## config.mk

```make
export PLATFORM = sky130hd
export DESIGN_NAME = sliding_window_former_flat
export DESIGN_NICKNAME = d
export VERILOG_FILES = /design/src/rtl/sliding_window_former_pkg.sv /design/src/rtl/sliding_window_former_if.sv /design/src/rtl/sliding_window_former_raster_counter.sv /design/src/rtl/sliding_window_former.sv /design/src/flat_wrapper.sv
export SDC_FILE = /design/constraint.sdc
export NUM_CORES = 1
export LEC_CHECK = 0
export CAP_MARGIN = 20
export CELL_PAD_IN_SITES_DETAIL_PLACEMENT = 0
export CELL_PAD_IN_SITES_GLOBAL_PLACEMENT = 1
export CORE_ASPECT_RATIO = 1.1
export CORE_MARGIN = 4
export CORE_UTILIZATION = 35
export DETAILED_ROUTE_END_ITERATION = 16
export MAX_ROUTING_LAYER = met4
export PLACE_DENSITY = 0.87
export SLEW_MARGIN = 20
export SYNTH_ARGS = -nofsm -noshare
export SYNTH_HDL_FRONTEND = slang
export SYNTH_SLANG_ARGS = --single-unit
```

## constraint.sdc

```tcl
create_clock -name clk -period 3.92 [get_ports clk]
set_input_delay 0.392 -clock clk [delete_from_list [all_inputs] [get_ports clk]]
set_output_delay 0.392 -clock clk [all_outputs]
set_load 0.02 [all_outputs]
```

## src/rtl/sliding_window_former_pkg.sv

```systemverilog
// Shared definitions for the sliding window former, its line buffer and window consumers.
package sliding_window_former_pkg;

    // Flat bit index of the window cell r lines above and c columns left of the newest pixel.
    function automatic int unsigned idx(input int unsigned r, input int unsigned c,
                                        input int unsigned n);
        return r * n + c;
    endfunction

    // True when the counter widths can address every column and row of the image.
    function automatic bit counter_widths_ok(input int unsigned addr_width,
                                             input int unsigned image_width,
                                             input int unsigned row_width,
                                             input int unsigned image_height);
        return (image_width <= (32'd1 << addr_width)) && (image_height <= (32'd1 << row_width));
    endfunction

endpackage

```

## src/rtl/sliding_window_former_if.sv

```systemverilog
// Pixel stream in, line buffer port, and window output of the sliding window former.
interface sliding_window_former_if #(
    parameter int unsigned AddrWidth  = 3,
    parameter int unsigned RowWidth   = 3,
    parameter int unsigned WindowSize = 3
);
    logic                               pixel_valid;
    logic                               pixel;
    logic                               lb_write_enable_c;
    logic [AddrWidth-1:0]               lb_addr_c;
    logic                               lb_data_c;
    logic [WindowSize-2:0]              lb_line_data;
    logic [WindowSize*WindowSize-1:0]   window;
    logic                               window_valid;
    logic [RowWidth-1:0]                window_row;
    logic [AddrWidth-1:0]               window_col;
    logic                               frame_done;

    modport master (
        input  pixel_valid, pixel, lb_line_data,
        output lb_write_enable_c, lb_addr_c, lb_data_c,
        output window, window_valid, window_row, window_col, frame_done
    );

    modport slave (
        output pixel_valid, pixel, lb_line_data,
        input  lb_write_enable_c, lb_addr_c, lb_data_c,
        input  window, window_valid, window_row, window_col, frame_done
    );
endinterface

```

## src/rtl/sliding_window_former_raster_counter.sv

```systemverilog
// Column/row position of the next pixel in raster order, advancing once per accepted pixel.
module sliding_window_former_raster_counter #(
    parameter int unsigned AddrWidth   = 3,
    parameter int unsigned RowWidth    = 3,
    parameter int unsigned ImageWidth  = 7,
    parameter int unsigned ImageHeight = 7
) (
    input  logic                 clk,
    input  logic                 rst,
    input  logic                 advance,
    output logic [AddrWidth-1:0] col_q,
    output logic [RowWidth-1:0]  row_q,
    output logic                 frame_end_c
);
    logic [AddrWidth-1:0] col_d;
    logic [RowWidth-1:0]  row_d;
    logic                 line_end_c;

    assign line_end_c  = advance && (col_q == AddrWidth'(ImageWidth - 1));
    assign frame_end_c = line_end_c && (row_q == RowWidth'(ImageHeight - 1));

    always_comb begin
        col_d = col_q;
        row_d = row_q;
        if (line_end_c) begin
            col_d = '0;
            row_d = frame_end_c ? '0 : row_q + RowWidth'(1);
        end else if (advance) begin
            col_d = col_q + AddrWidth'(1);
        end
    end

    always_ff @(posedge clk) begin
        if (rst) begin
            col_q <= '0;
            row_q <= '0;
        end else begin
            col_q <= col_d;
            row_q <= row_d;
        end
    end
endmodule

```

## src/rtl/sliding_window_former.sv

```systemverilog
// Forms n x n binary neighbourhoods from a raster pixel stream plus the line buffer's buffered column.
module sliding_window_former
    import sliding_window_former_pkg::*;
#(
    parameter int unsigned AddrWidth   = 3,
    parameter int unsigned ImageWidth  = 7,
    parameter int unsigned ImageHeight = 7,
    parameter int unsigned RowWidth    = 3,
    parameter int unsigned WindowSize  = 3
) (
    input logic                     clk,
    input logic                     rst,
    sliding_window_former_if.master bus
);
    localparam int unsigned WinBits = WindowSize * WindowSize;
    localparam int unsigned IdxW    = $clog2(WinBits);
    localparam int unsigned VecW    = $clog2(WindowSize);

    if (!counter_widths_ok(AddrWidth, ImageWidth, RowWidth, ImageHeight) || WindowSize < 2) begin : g_bad_cfg
        $error("sliding_window_former: counter widths too narrow or WindowSize < 2");
    end

    logic [AddrWidth-1:0]  col_q;
    logic [RowWidth-1:0]   row_q;
    logic                  frame_end_c;
    logic [WindowSize-1:0] col_vec_c;

    logic [WinBits-1:0]    window_q, window_d;
    logic                  window_valid_q, window_valid_d;
    logic [RowWidth-1:0]   window_row_q, window_row_d;
    logic [AddrWidth-1:0]  window_col_q, window_col_d;
    logic                  frame_done_q, frame_done_d;

    sliding_window_former_raster_counter #(
        .AddrWidth  (AddrWidth),
        .RowWidth   (RowWidth),
        .ImageWidth (ImageWidth),
        .ImageHeight(ImageHeight)
    ) u_raster_counter (
        .clk        (clk),
        .rst        (rst),
        .advance    (bus.pixel_valid),
        .col_q      (col_q),
        .row_q      (row_q),
        .frame_end_c(frame_end_c)
    );

    assign bus.lb_addr_c         = col_q;
    assign bus.lb_write_enable_c = bus.pixel_valid;
    assign bus.lb_data_c         = bus.pixel;

    // Newest column: bit 0 is the incoming pixel, bit k the pixel k lines above it.
    assign col_vec_c = {bus.lb_line_data, bus.pixel};

    always_comb begin
        window_d       = window_q;
        window_valid_d = 1'b0;
        window_row_d   = window_row_q;
        window_col_d   = window_col_q;
        frame_done_d   = 1'b0;
        if (bus.pixel_valid) begin
            for (int unsigned r = 0; r < WindowSize; r++) begin
                window_d[IdxW'(idx(r, 0, WindowSize))] = col_vec_c[VecW'(r)];
                for (int unsigned c = 1; c < WindowSize; c++) begin
                    window_d[IdxW'(idx(r, c, WindowSize))] = window_q[IdxW'(idx(r, c - 1, WindowSize))];
                end
            end
            window_valid_d = (row_q >= RowWidth'(WindowSize - 1)) &&
                             (col_q >= AddrWidth'(WindowSize - 1));
            window_row_d   = row_q;
            window_col_d   = col_q;
            frame_done_d   = frame_end_c;
        end
    end

    always_ff @(posedge clk) begin
        if (rst) begin
            window_q       <= '0;
            window_valid_q <= 1'b0;
            window_row_q   <= '0;
            window_col_q   <= '0;
            frame_done_q   <= 1'b0;
        end else begin
            window_q       <= window_d;
            window_valid_q <= window_valid_d;
            window_row_q   <= window_row_d;
            window_col_q   <= window_col_d;
            frame_done_q   <= frame_done_d;
        end
    end

    assign bus.window       = window_q;
    assign bus.window_valid = window_valid_q;
    assign bus.window_row   = window_row_q;
    assign bus.window_col   = window_col_q;
    assign bus.frame_done   = frame_done_q;
endmodule

```

## src/flat_wrapper.sv

```systemverilog
// flat-port wrapper written by rule: the top's interface ports become plain ports
module sliding_window_former_flat import sliding_window_former_pkg::*;
#(
    parameter int unsigned AddrWidth   = 3,
    parameter int unsigned ImageWidth  = 7,
    parameter int unsigned ImageHeight = 7,
    parameter int unsigned RowWidth    = 3,
    parameter int unsigned WindowSize  = 3
)
  (clk, rst, bus_pixel_valid, bus_pixel, bus_lb_line_data, bus_lb_write_enable_c, bus_lb_addr_c, bus_lb_data_c, bus_window, bus_window_valid, bus_window_row, bus_window_col, bus_frame_done);
  sliding_window_former_if #(.AddrWidth(AddrWidth), .RowWidth(RowWidth), .WindowSize(WindowSize)) bus_i ();
  input logic clk;
  input logic rst;
  input wire logic [$bits(bus_i.pixel_valid)-1:0] bus_pixel_valid;
  input wire logic [$bits(bus_i.pixel)-1:0] bus_pixel;
  input wire logic [$bits(bus_i.lb_line_data)-1:0] bus_lb_line_data;
  output wire logic [$bits(bus_i.lb_write_enable_c)-1:0] bus_lb_write_enable_c;
  output wire logic [$bits(bus_i.lb_addr_c)-1:0] bus_lb_addr_c;
  output wire logic [$bits(bus_i.lb_data_c)-1:0] bus_lb_data_c;
  output wire logic [$bits(bus_i.window)-1:0] bus_window;
  output wire logic [$bits(bus_i.window_valid)-1:0] bus_window_valid;
  output wire logic [$bits(bus_i.window_row)-1:0] bus_window_row;
  output wire logic [$bits(bus_i.window_col)-1:0] bus_window_col;
  output wire logic [$bits(bus_i.frame_done)-1:0] bus_frame_done;
  assign bus_i.pixel_valid = bus_pixel_valid;
  assign bus_i.pixel = bus_pixel;
  assign bus_i.lb_line_data = bus_lb_line_data;
  assign bus_lb_write_enable_c = bus_i.lb_write_enable_c;
  assign bus_lb_addr_c = bus_i.lb_addr_c;
  assign bus_lb_data_c = bus_i.lb_data_c;
  assign bus_window = bus_i.window;
  assign bus_window_valid = bus_i.window_valid;
  assign bus_window_row = bus_i.window_row;
  assign bus_window_col = bus_i.window_col;
  assign bus_frame_done = bus_i.frame_done;
  sliding_window_former #(.AddrWidth(AddrWidth), .ImageWidth(ImageWidth), .ImageHeight(ImageHeight), .RowWidth(RowWidth), .WindowSize(WindowSize)) u_core (.clk(clk), .rst(rst), .bus(bus_i));
endmodule
```

==> results of run 1 <==
stage by stage:
step	setup slack (ps)	utilization [%]	cell area, um2
2_1_floorplan	2520	-	925
3_3_place_gp	1670	47.6	1200
3_5_place_dp	1660	47.6	1200
4_1_cts	1660	48.7	1230
5_1_grt	1640	48.7	1230
6_report	1680	48.7	1230
layout by cell type, fill, tap and decap left out, types with 3 or more instances in the layout:
master           instances
ha_1                     4
nor2_1                  17
clkbuf_4                 3
nand2_1                  4
a21oi_1                  4
clkdlybuf4s50_1         27
mux2i_1                 15
nor3_1                   5
dfxtp_1                 23
worst min-delay path, cell delays in order, from the launching register on:
cell     delay (ps)
dfxtp_1         350
mux2i_1          60
nor2_1           70
synthesized netlist by cell type (2+ instances only):
cell and count:
dfxtp_1 23, nor2_1 17, mux2i_1 15, nor3_1 5, a21oi_1 4, ha_1 4
nand2_1 4, buf_4 3, inv_1 2, nand3b_1 2, o21ai_0 2
state kept, by name (all words and copies together) (netlist names):
name and flops:
u_core.bus.window 9, u_core.bus.window_col 3, u_core.bus.window_row 3, u_core.u_raster_counter.col_q 3, u_core.u_raster_counter.row_q 3, u_core.bus.frame_done 1
u_core.bus.window_valid 1
per-layer routing:
layer / track usage [%] / share of wire (%)
met1: 12.2 / 43
met2: 18.3 / 48
met3: 2.27 / 5.6
met4: 6.95 / 3.2
met5: - / 0
power by group through the flow:
stage / clock (W) / sequential, W / combinational [W]
after floorplan: 0 / 0.000260 / 0.0000280
after global placement: 0 / 0.000252 / 0.0000582
after detailed placement: 0 / 0.000253 / 0.0000590
after CTS: 0.000111 / 0.000248 / 0.0000593
after global routing: 0.000120 / 0.000249 / 0.0000633
final: 0.000107 / 0.000247 / 0.0000584
cell type report:
type | instances | area, um2 | area share (%)
clock inverters | 1 | 5.00 | 0.408
repair buffers | 28 | 278 | 22.6
inverters | 2 | 7.51 | 0.612
flip-flops and latches | 23 | 460 | 37.5
multi-input cells | 60 | 415 | 33.8
clock buffers | 3 | 22.5 | 1.83
well taps | 31 | 38.8 | 3.16
worst paths after layout:
| kind | end | slack, ps | depth (start not counted) |
|---|---|---|---|
| setup reg to reg | u_core.u_raster_counter.col_q[1]$_SDFFE_PP0P_ | 2550 | 4 |
| setup / recovery | bus_lb_write_enable_c | 1680 | 3 |
| hold reg to reg | u_core.bus.window_row[1]$_SDFFE_PP0P_ | 510 | 2 |
| hold / removal | u_core.bus.window_row[1]$_SDFFE_PP0P_ | 510 | 2 |
logic make-up after synthesis:
| group | Yosys count | synth area share [%] |
|---|---|---|
| buf+inv | 8 | 5.28 |
| fa+ha+maj | 4 | 5.41 |
| flops | 23 | 49.8 |
| compound gates | 7 | 4.87 |
| xor+xnor | 1 | 0.947 |
| mux | 15 | 16.2 |
| simple gates | 33 | 17.5 |
==> summary.txt, run 1 <==
Status
  – Status: finished, final reports clean

CTS
  – Clock latency on the worst-skew pair: 300 ps
  – Htree depth: 1
  – Clock Sinks: 23
  – Hold_buf cts: 0
  – CTS tree: built
  – CTS buffer count: 3
  – # Post-CTS Setup Buffers: 0
  – CTS clk-pin slew, worst paths: 120 ps
  – Post_cts resized: 0
  – Clock Tree Root: clkbuf_4
  – Clock buffer depth: 2

Yosys
  – Ys async rst share: 0%
  – Top FF cell, synth: dfxtp_1
  – Yosys top cell by area: dfxtp_1
  – Synth top area share: 49.8%
  – Synth warn: 0
  – Syn avg cell area: 10.2 um2
  – Synthesized cell area: a little over 900 um2
  – Sequential area share after synthesis: 49.8%
  – Number of synthesized flops with an enable pin: 0
  – Cells after Synth: 91
  – Largest cells by area after synthesis: dfxtp_1 50%, mux2i_1 16%, nor2_1 6.9%
  – Post-synthesis cell type count: 21
  – Syn_nets: 101
  – Yosys reg bits: 23

Floorplanning
  – Die W: 57.0 um
  – # rows: 19
  – Die Y: around 62 um
  – Die area: around 0.0035 mm2
  – Core Area: 0.00252 mm2
  – Initial Util: ~37%
  – Top Ports: 28

Worst hold path
  – Hold_sp: u_core.bus.window_row[1]$_SDFFE_PP0P_
  – Worst min-delay path category: flop to flop

Timing
  – Hold slack final: slightly above 500 ps
  – Fin crit share: 57.2%
  – Final Max Tran Viols: 0
  – Clock Skews: about 0.54 ps
  – RSZ-0062 raised after global routing: false
  – Min Tclk post-route: between 2000 and 2500 ps
  – Final Hold Viols: 0
  – Sum Neg Setup Slack: 0 ps
  – Worst-Margin Slew: 783 ps
  – Final setup fails: 0
  – Fmax: roughly 0.45 GHz
  – Max-slew headroom: a little under half

Global route
  – Largest net degree at the start of global routing: 25
  – Vias in the first global route: 704
  – Initial antenna violation count: 0
  – GR Util All Layers: 11.0%
  – GRT overflow: 0
  – Global-route wire length before repair: 2880 um

Layout
  – Finished Layout Cells: about 150
  – Fillers: 260
  – Area Growth Syn to Fin: 32.7%
  – Ant diodes: 0
  – Fraction of layout cells with a size suffix above 1: 7.69%
  – Nets@finish: 128

Drt
  – Initial DRC count: 6
  – Vias per cell: 4.70
  – ANT nets after route: 0
  – WL/cell: ~12 um
  – Pre-antenna DRT Iters: 4
  – DRC viols: 0
  – Final WL: around 1700 um
  – Via count: between 600 and 700

Power
  – Sw Pwr: about 0.00010 W
  – Internal power: 0.000308 W
  – Gate power share: between 10 and 15%
  – Max IR drop VDD: between 0.15 and 0.2 mV
  – Static Leak: approximately 0.48 nW
  – Power Dens Cells: between 300 and 400 mW/mm2
  – Power share of the sequential group: 60.0%
  – Pwr Total: just over 0.0004 W
  – Clock Power Share: between 20 and 30%
  – Sw Ratio: 25.3%

Critical path
  – WP data required: between 3000 and 4000 ps
  – Crit-path slowest cell: clkdlybuf4s50_1
  – CP Launch Type: input port
  – Crit path capture type: output port
  – Sequence of cells on the critical path: clkdlybuf4s50_1 -> buf_4 -> clkdlybuf4s50_1
  – CP dominant cell by count: clkdlybuf4s50_1
  – WS Path Type: input port to output port
  – Delay-heaviest family, CP: buffers and inverters
  – Slowest stage delay, CP: just under 700 ps
  – Crit path buffers/inverters: 3
  – Peak fanout along the critical path: 24
  – Origin of the worst setup path: bus_pixel_valid
  – Worst R2R Start: u_core.u_raster_counter.col_q[0]$_SDFFE_PP0P_
  – Critical Path AT: 1850 ps

Place
  – Placed cell count: 144
  – RD Place Congestion: 0.789
  – DP HPWL: 1230 um
  – IO buf count: 27

Flow run
  – Max-cap violation count: 0
Power figures use the tool's default switching activity.
==> inputs of run 2 (changes only) <==
--- a/config.mk
+++ b/config.mk
@@ -10,10 +10,10 @@
 export CELL_PAD_IN_SITES_GLOBAL_PLACEMENT = 1
 export CORE_ASPECT_RATIO = 1.1
 export CORE_MARGIN = 4
-export CORE_UTILIZATION = 35
+export CORE_UTILIZATION = 30
 export DETAILED_ROUTE_END_ITERATION = 16
 export MAX_ROUTING_LAYER = met4
-export PLACE_DENSITY = 0.87
+export PLACE_DENSITY = 0.8
 export SLEW_MARGIN = 20
 export SYNTH_ARGS = -nofsm -noshare
 export SYNTH_HDL_FRONTEND = slang
==> constraint.sdc (replaced) <==
create_clock -name clk -period 1.98 [get_ports clk]
set_input_delay 0.198 -clock clk [delete_from_list [all_inputs] [get_ports clk]]
set_output_delay 0.198 -clock clk [all_outputs]
set_load 0.02 [all_outputs]
==> summary.txt, run 2 (synthesis gave the netlist of run 1 again) <==
Status
  – Status: finished, final reports clean

Floorplanning
  – Initial Util: around a third
  – Top Ports: 28
  – Die W: approximately 60 um
  – # rows: 20
  – Die area: between 0.004 and 0.005 mm2
  – Die Y: 66.2 um
  – Core Area: 0.00285 mm2

Timing
  – Min Tclk post-route: approximately 1600 ps
  – RSZ-0062 raised after global routing: false
  – Final setup fails: 0
  – Clock Skews: 5.89 ps
  – Final Hold Viols: 0
  – Fin crit share: around 82%
  – Final Max Tran Viols: 0
  – Sum Neg Setup Slack: 0 ps
  – Max-slew headroom: 72.6%
  – Worst-Margin Slew: between 400 and 500 ps
  – Fmax: between 0.6 and 0.7 GHz

Layout
  – Ant diodes: 0
  – Nets@finish: roughly 130
  – Fillers: 300
  – Final core occ: a little over two fifths
  – Max reg flops: 9
  – Commonest non-fill, non-tap cells in the layout: 27 x clkdlybuf4s50_1, 23 x dfxtp_1, 17 x nor2_1
  – Finished Layout Cells: approximately 150
  – Area Growth Syn to Fin: 33.7%
  – Most common library cell in the layout ignoring fill and taps: clkdlybuf4s50_1
  – Fraction of layout cells with a size suffix above 1: under 10%

Flow run
  – Max-cap violation count: 0

Critical path
  – R2R cell count: 4
  – Peak fanout along the critical path: 7
  – Worst R2R Start: u_core.u_raster_counter.col_q[0]$_SDFFE_PP0P_
  – Crit path capture type: output port
  – Slowest stage delay, CP: approximately 650 ps
  – R2R Path End: u_core.u_raster_counter.col_q[1]$_SDFFE_PP0P_
  – Sequence of cells on the critical path: clkdlybuf4s50_1
  – CP Launch Type: flop
  – Delay-heaviest family, CP: buffers and inverters
  – R2r setup slk: between 500 and 600 ps
  – Critical Path AT: between 1000 and 1500 ps
  – Crit-path slowest cell: clkdlybuf4s50_1
  – Crit path buffers/inverters: 1
  – WP data required: about 1800 ps
  – WS Path Type: flop to output port

Place
  – IO buf count: 27
  – Placed cell count: approximately 150
  – RD Place Congestion: around 0.77
  – DP HPWL: 1320 um

CTS
  – Htree depth: 1
  – CTS clk-pin slew, worst paths: between 100 and 150 ps
  – Clock Sinks: 23
  – # Post-CTS Setup Buffers: 0
  – Clock Tree Root: clkbuf_4
  – Clock buffer depth: 2
  – CTS buffer count: 3
  – CTS tree: built
  – Clock latency on the worst-skew pair: roughly 300 ps
  – Post_cts resized: 0
  – Hold_buf cts: 0

Global route
  – Initial antenna violation count: 0
  – Largest net degree at the start of global routing: 24
  – Global-route wire length before repair: between 3000 and 4000 um
  – GRT overflow: 0
  – Vias in the first global route: 747
  – GR Util All Layers: approximately 10%

Drt
  – Initial DRC count: 9
  – WL/cell: roughly 12 um
  – ANT nets after route: 0
  – Final WL: approximately 1800 um
  – Via count: 698
  – Vias per cell: roughly 4.6
  – Pre-antenna DRT Iters: 4
  – DRC viols: 0

Power
  – Max IR drop VDD: roughly 0.35 mV
  – Static Leak: about 0.48 nW
  – Power Dens Cells: 661 mW/mm2

Worst hold path
  – Hold-critical path depth: 3
  – Worst min-delay path category: input port to flop
  – Hold_sp: bus_lb_line_data[1]
  – Worst Hold End: u_core.bus.window[6]$_SDFFE_PP0P_
run 2: cell types whose count changed in the layout (fill, tap and decap cells not counted):
cell / before / now
clkinv_2: 1 / 0
buf_4: 1 / 2
clkbuf_1: 0 / 1
run 2: layout make-up:
class / instances / area (um2) / area share [%]
Clock buffer: 4 / 26.3 / 2.13
Inverter: 2 / 7.51 / 0.607
Multi-Input combinational cell: 60 / 415 / 33.6
Sequential cell: 23 / 460 / 37.2
Tap cell: 33 / 41.3 / 3.34
Timing Repair Buffer: 29 / 285 / 23.1
run 2: worst max-delay path by stage:
| stage | end | slack [ps] | startpoint | cells past startpoint |
|---|---|---|---|---|
| after global routing | bus_lb_addr_c[2] | 290 | u_core.u_raster_counter.col_q[2]$_SDFFE_PP0P_ | 1 |
| after detailed placement | u_core.u_raster_counter.row_q[2]$_SDFFE_PP0P_ | 360 | bus_pixel_valid | 5 |
| after global placement | u_core.u_raster_counter.row_q[2]$_SDFFE_PP0P_ | 400 | bus_pixel_valid | 5 |
| after floorplan | u_core.u_raster_counter.col_q[1]$_SDFFE_PP0P_ | 580 | u_core.u_raster_counter.col_q[0]$_SDFFE_PP0P_ | 4 |
| final | bus_lb_addr_c[2] | 350 | u_core.u_raster_counter.col_q[2]$_SDFFE_PP0P_ | 1 |
| after CTS | bus_lb_addr_c[2] | 330 | u_core.u_raster_counter.col_q[2]$_SDFFE_PP0P_ | 1 |
run 2: metal layers:
| layer | vias to the layer above | track usage (%) | share of wire [%] |
|---|---|---|---|
| li1 | 357 | - | - |
| met1 | 325 | 12.2 | 48 |
| met2 | 14 | 16.3 | 48 |
| met3 | 2 | 1.95 | 3.3 |
| met4 | 0 | 4.34 | 0.66 |
| met5 | - | - | 0 |
run 2: metrics by stage:
stage / hold slack [ps] / area, um2 / total power, W / setup slack, ps
2_1_floorplan: 267 / 925 / 0.000570 / 584
3_3_place_gp: 475 / 1210 / 0.000618 / 404
3_5_place_dp: 483 / 1210 / 0.000619 / 364
4_1_cts: 493 / 1240 / 0.000831 / 330
5_1_grt: 499 / 1240 / 0.000856 / 292
6_report: 502 / 1240 / 0.000818 / 354
run 2: power breakdown:
group / internal (W) / switching, W
combinational: 0.0000591 / 0.0000589
clock: 0.0000784 / 0.000131
sequential: 0.000477 / 0.0000134
==> inputs of run 3 (changes only) <==
==> constraint.sdc (replaced) <==
create_clock -name clk -period 1.32 [get_ports clk]
set_input_delay 0.132 -clock clk [delete_from_list [all_inputs] [get_ports clk]]
set_output_delay 0.132 -clock clk [all_outputs]
set_load 0.02 [all_outputs]
==> summary.txt, run 3 (synthesis gave the netlist of run 1 again) <==
Power
  – Power Dens Cells: approximately 1000 mW/mm2
  – Sw Ratio: about a quarter
  – Sw Pwr: about 0.00031 W
  – Static Leak: between 0.6 and 0.7 nW
  – Internal power: roughly 0.00092 W
  – Gate power share: 15.0%
  – Max IR drop VDD: between 0.7 and 0.8 mV
  – Power share of the sequential group: about 60%
  – Clock Power Share: between 20% and 30%

Timing
  – Final Max Tran Viols: 0
  – Final setup fails: 0
  – Min Tclk post-route: ~1200 ps
  – RSZ-0062 raised after global routing: false
  – Fin crit share: slightly above 90%
  – Max-slew headroom: a little over four fifths
  – Worst-Margin Slew: approximately 240 ps
  – Worst Slack Setup Final: roughly 94 ps
  – Clock Skews: approximately 6.9 ps
  – Final Hold Viols: 0
  – Fmax: slightly above 0.8 GHz

Global route
  – GR Util All Layers: around a tenth
  – Vias in the first global route: around 790
  – GRT overflow: 0
  – Global-route wire length before repair: 3230 um
  – Largest net degree at the start of global routing: 16
  – Initial antenna violation count: 0

Critical path
  – Sequence of cells on the critical path: buf_4 -> dlygate4sd2_1
  – Slowest stage delay, CP: about 350 ps
  – Peak fanout along the critical path: 4
  – Crit-path slowest cell: dfxtp_2
  – Critical Path AT: between 1000 and 1500 ps
  – WS Path Type: flop to output port
  – R2r setup slk: about 130 ps
  – CP Launch Type: flop
  – Crit path capture type: output port
  – WP data required: about 1200 ps

Status
  – Status: finished, final reports clean

Layout
  – Area Growth Syn to Fin: 36.7%
  – Fraction of layout cells with a size suffix above 1: ~14%
  – Finished Layout Cells: between 150 and 200
  – Most common library cell in the layout ignoring fill and taps: dlygate4sd2_1
  – Nets@finish: between 100 and 150
  – Commonest non-fill, non-tap cells in the layout: 22 x dlygate4sd2_1, 21 x dfxtp_1, 17 x nor2_1
  – Ant diodes: 0
  – Max reg flops: 9

Drt
  – Vias per cell: about 4.7
  – DRC viols: 0
  – Via count: between 700 and 800
  – WL/cell: roughly 12 um
  – Final WL: between 1500 and 2000 um
  – Pre-antenna DRT Iters: 3
  – ANT nets after route: 0
  – Initial DRC count: 17

Place
  – RD Place Congestion: ~0.76
  – IO buf count: 27
  – Placed cell count: about 150
  – DP HPWL: between 1000 and 1500 um
  – Setup slack at placement: -32.9 ps

Floorplanning
  – Die area: approximately 0.004 mm2
  – Initial Util: between 30 and 40%
  – Die W: approximately 60 um
  – Core Area: 0.00285 mm2
  – Die Y: 66.2 um
  – # rows: 20
  – Top Ports: 28

Worst hold path
  – Worst min-delay path category: input port to flop

CTS
  – CTS clk-pin slew, worst paths: roughly 120 ps
  – Clock latency on the worst-skew pair: ~300 ps
  – CTS buffer count: 3
  – Clock Sinks: 23
  – Clock Tree Root: clkbuf_4
  – Htree depth: 1
  – Clock buffer depth: 2
  – CTS tree: built

Flow run
  – Max-cap violation count: 0
## run 3: cell count changes in the layout (fill, tap and decap cells not counted), sizes merged
cell           delta
dlygate4sd2      +22
buf               +5
clkdlybuf4s50    -22
## run 3: through the flow
step	util (%)	hold WS (ps)	area, um2	total power (W)	setup TNS (ps)
after floorplan	-	201	926	0.000856	0
after global placement	44.2	472	1260	0.000945	-45.6
after detailed placement	44.2	482	1260	0.000949	-179
after CTS	44.2	431	1260	0.00124	0
after global routing	44.3	422	1260	0.00129	0
final	44.3	441	1260	0.00123	0
## run 3: area by class of cell
| type | instances | area (um2) |
|---|---|---|
| Inverter | 2 | 7.51 |
| Timing Repair Buffer | 34 | 308 |
| Multi-Input combinational cell | 60 | 418 |
| Sequential cell | 23 | 463 |
| Fill cell | 307 | 1590 |
| Tap cell | 33 | 41.3 |
| Clock buffer | 4 | 26.3 |
## run 3: timing repair
| item | in CTS | in global routing |
|---|---|---|
| setup buffers | 0 | 0 |
| hold buffers | 0 | 0 |
| gates resized for setup | 22 | 2 |
| pin swaps | 0 | 0 |
| setup endpoints to repair | 22 | 4 |
| hold endpoints to repair | 0 | 0 |
## run 3: worst paths after layout
check,cells after the start,endpoint,start
min,3,u_core.bus.window[6]$_SDFFE_PP0P_,bus_lb_line_data[1]
min reg2reg,2,u_core.bus.window_row[0]$_SDFFE_PP0P_,u_core.bus.window_row[0]$_SDFFE_PP0P_
max,2,bus_lb_addr_c[0],u_core.u_raster_counter.col_q[0]$_SDFFE_PP0P_
max reg2reg,4,u_core.u_raster_counter.col_q[1]$_SDFFE_PP0P_,u_core.u_raster_counter.col_q[0]$_SDFFE_PP0P_
## run 3: power groups by stage
| stage | registers, W | clock network [W] | logic (W) |
|---|---|---|---|
| after CTS | 0.000731 | 0.000325 | 0.000186 |
| after global placement | 0.000746 | 0 | 0.000199 |
| after global routing | 0.000735 | 0.000358 | 0.000200 |
| after detailed placement | 0.000747 | 0 | 0.000202 |
| final | 0.000731 | 0.000312 | 0.000184 |
| after floorplan | 0.000773 | 0 | 0.0000831 |
## run 3: metal layers
layer,vias to the layer above,GRT usage (%),wire length [um]
met1,340,11.9,843
met4,0,2.44,7
met2,14,18.6,899
met5,-,-,0
li1,371,-,-
met3,2,1.95,58
## run 3: critical path, delay by kind of cell, from the launching register on
family / cells / cell delay (ps)
DFF: 1 / 350
buffers and inverters: 2 / 450
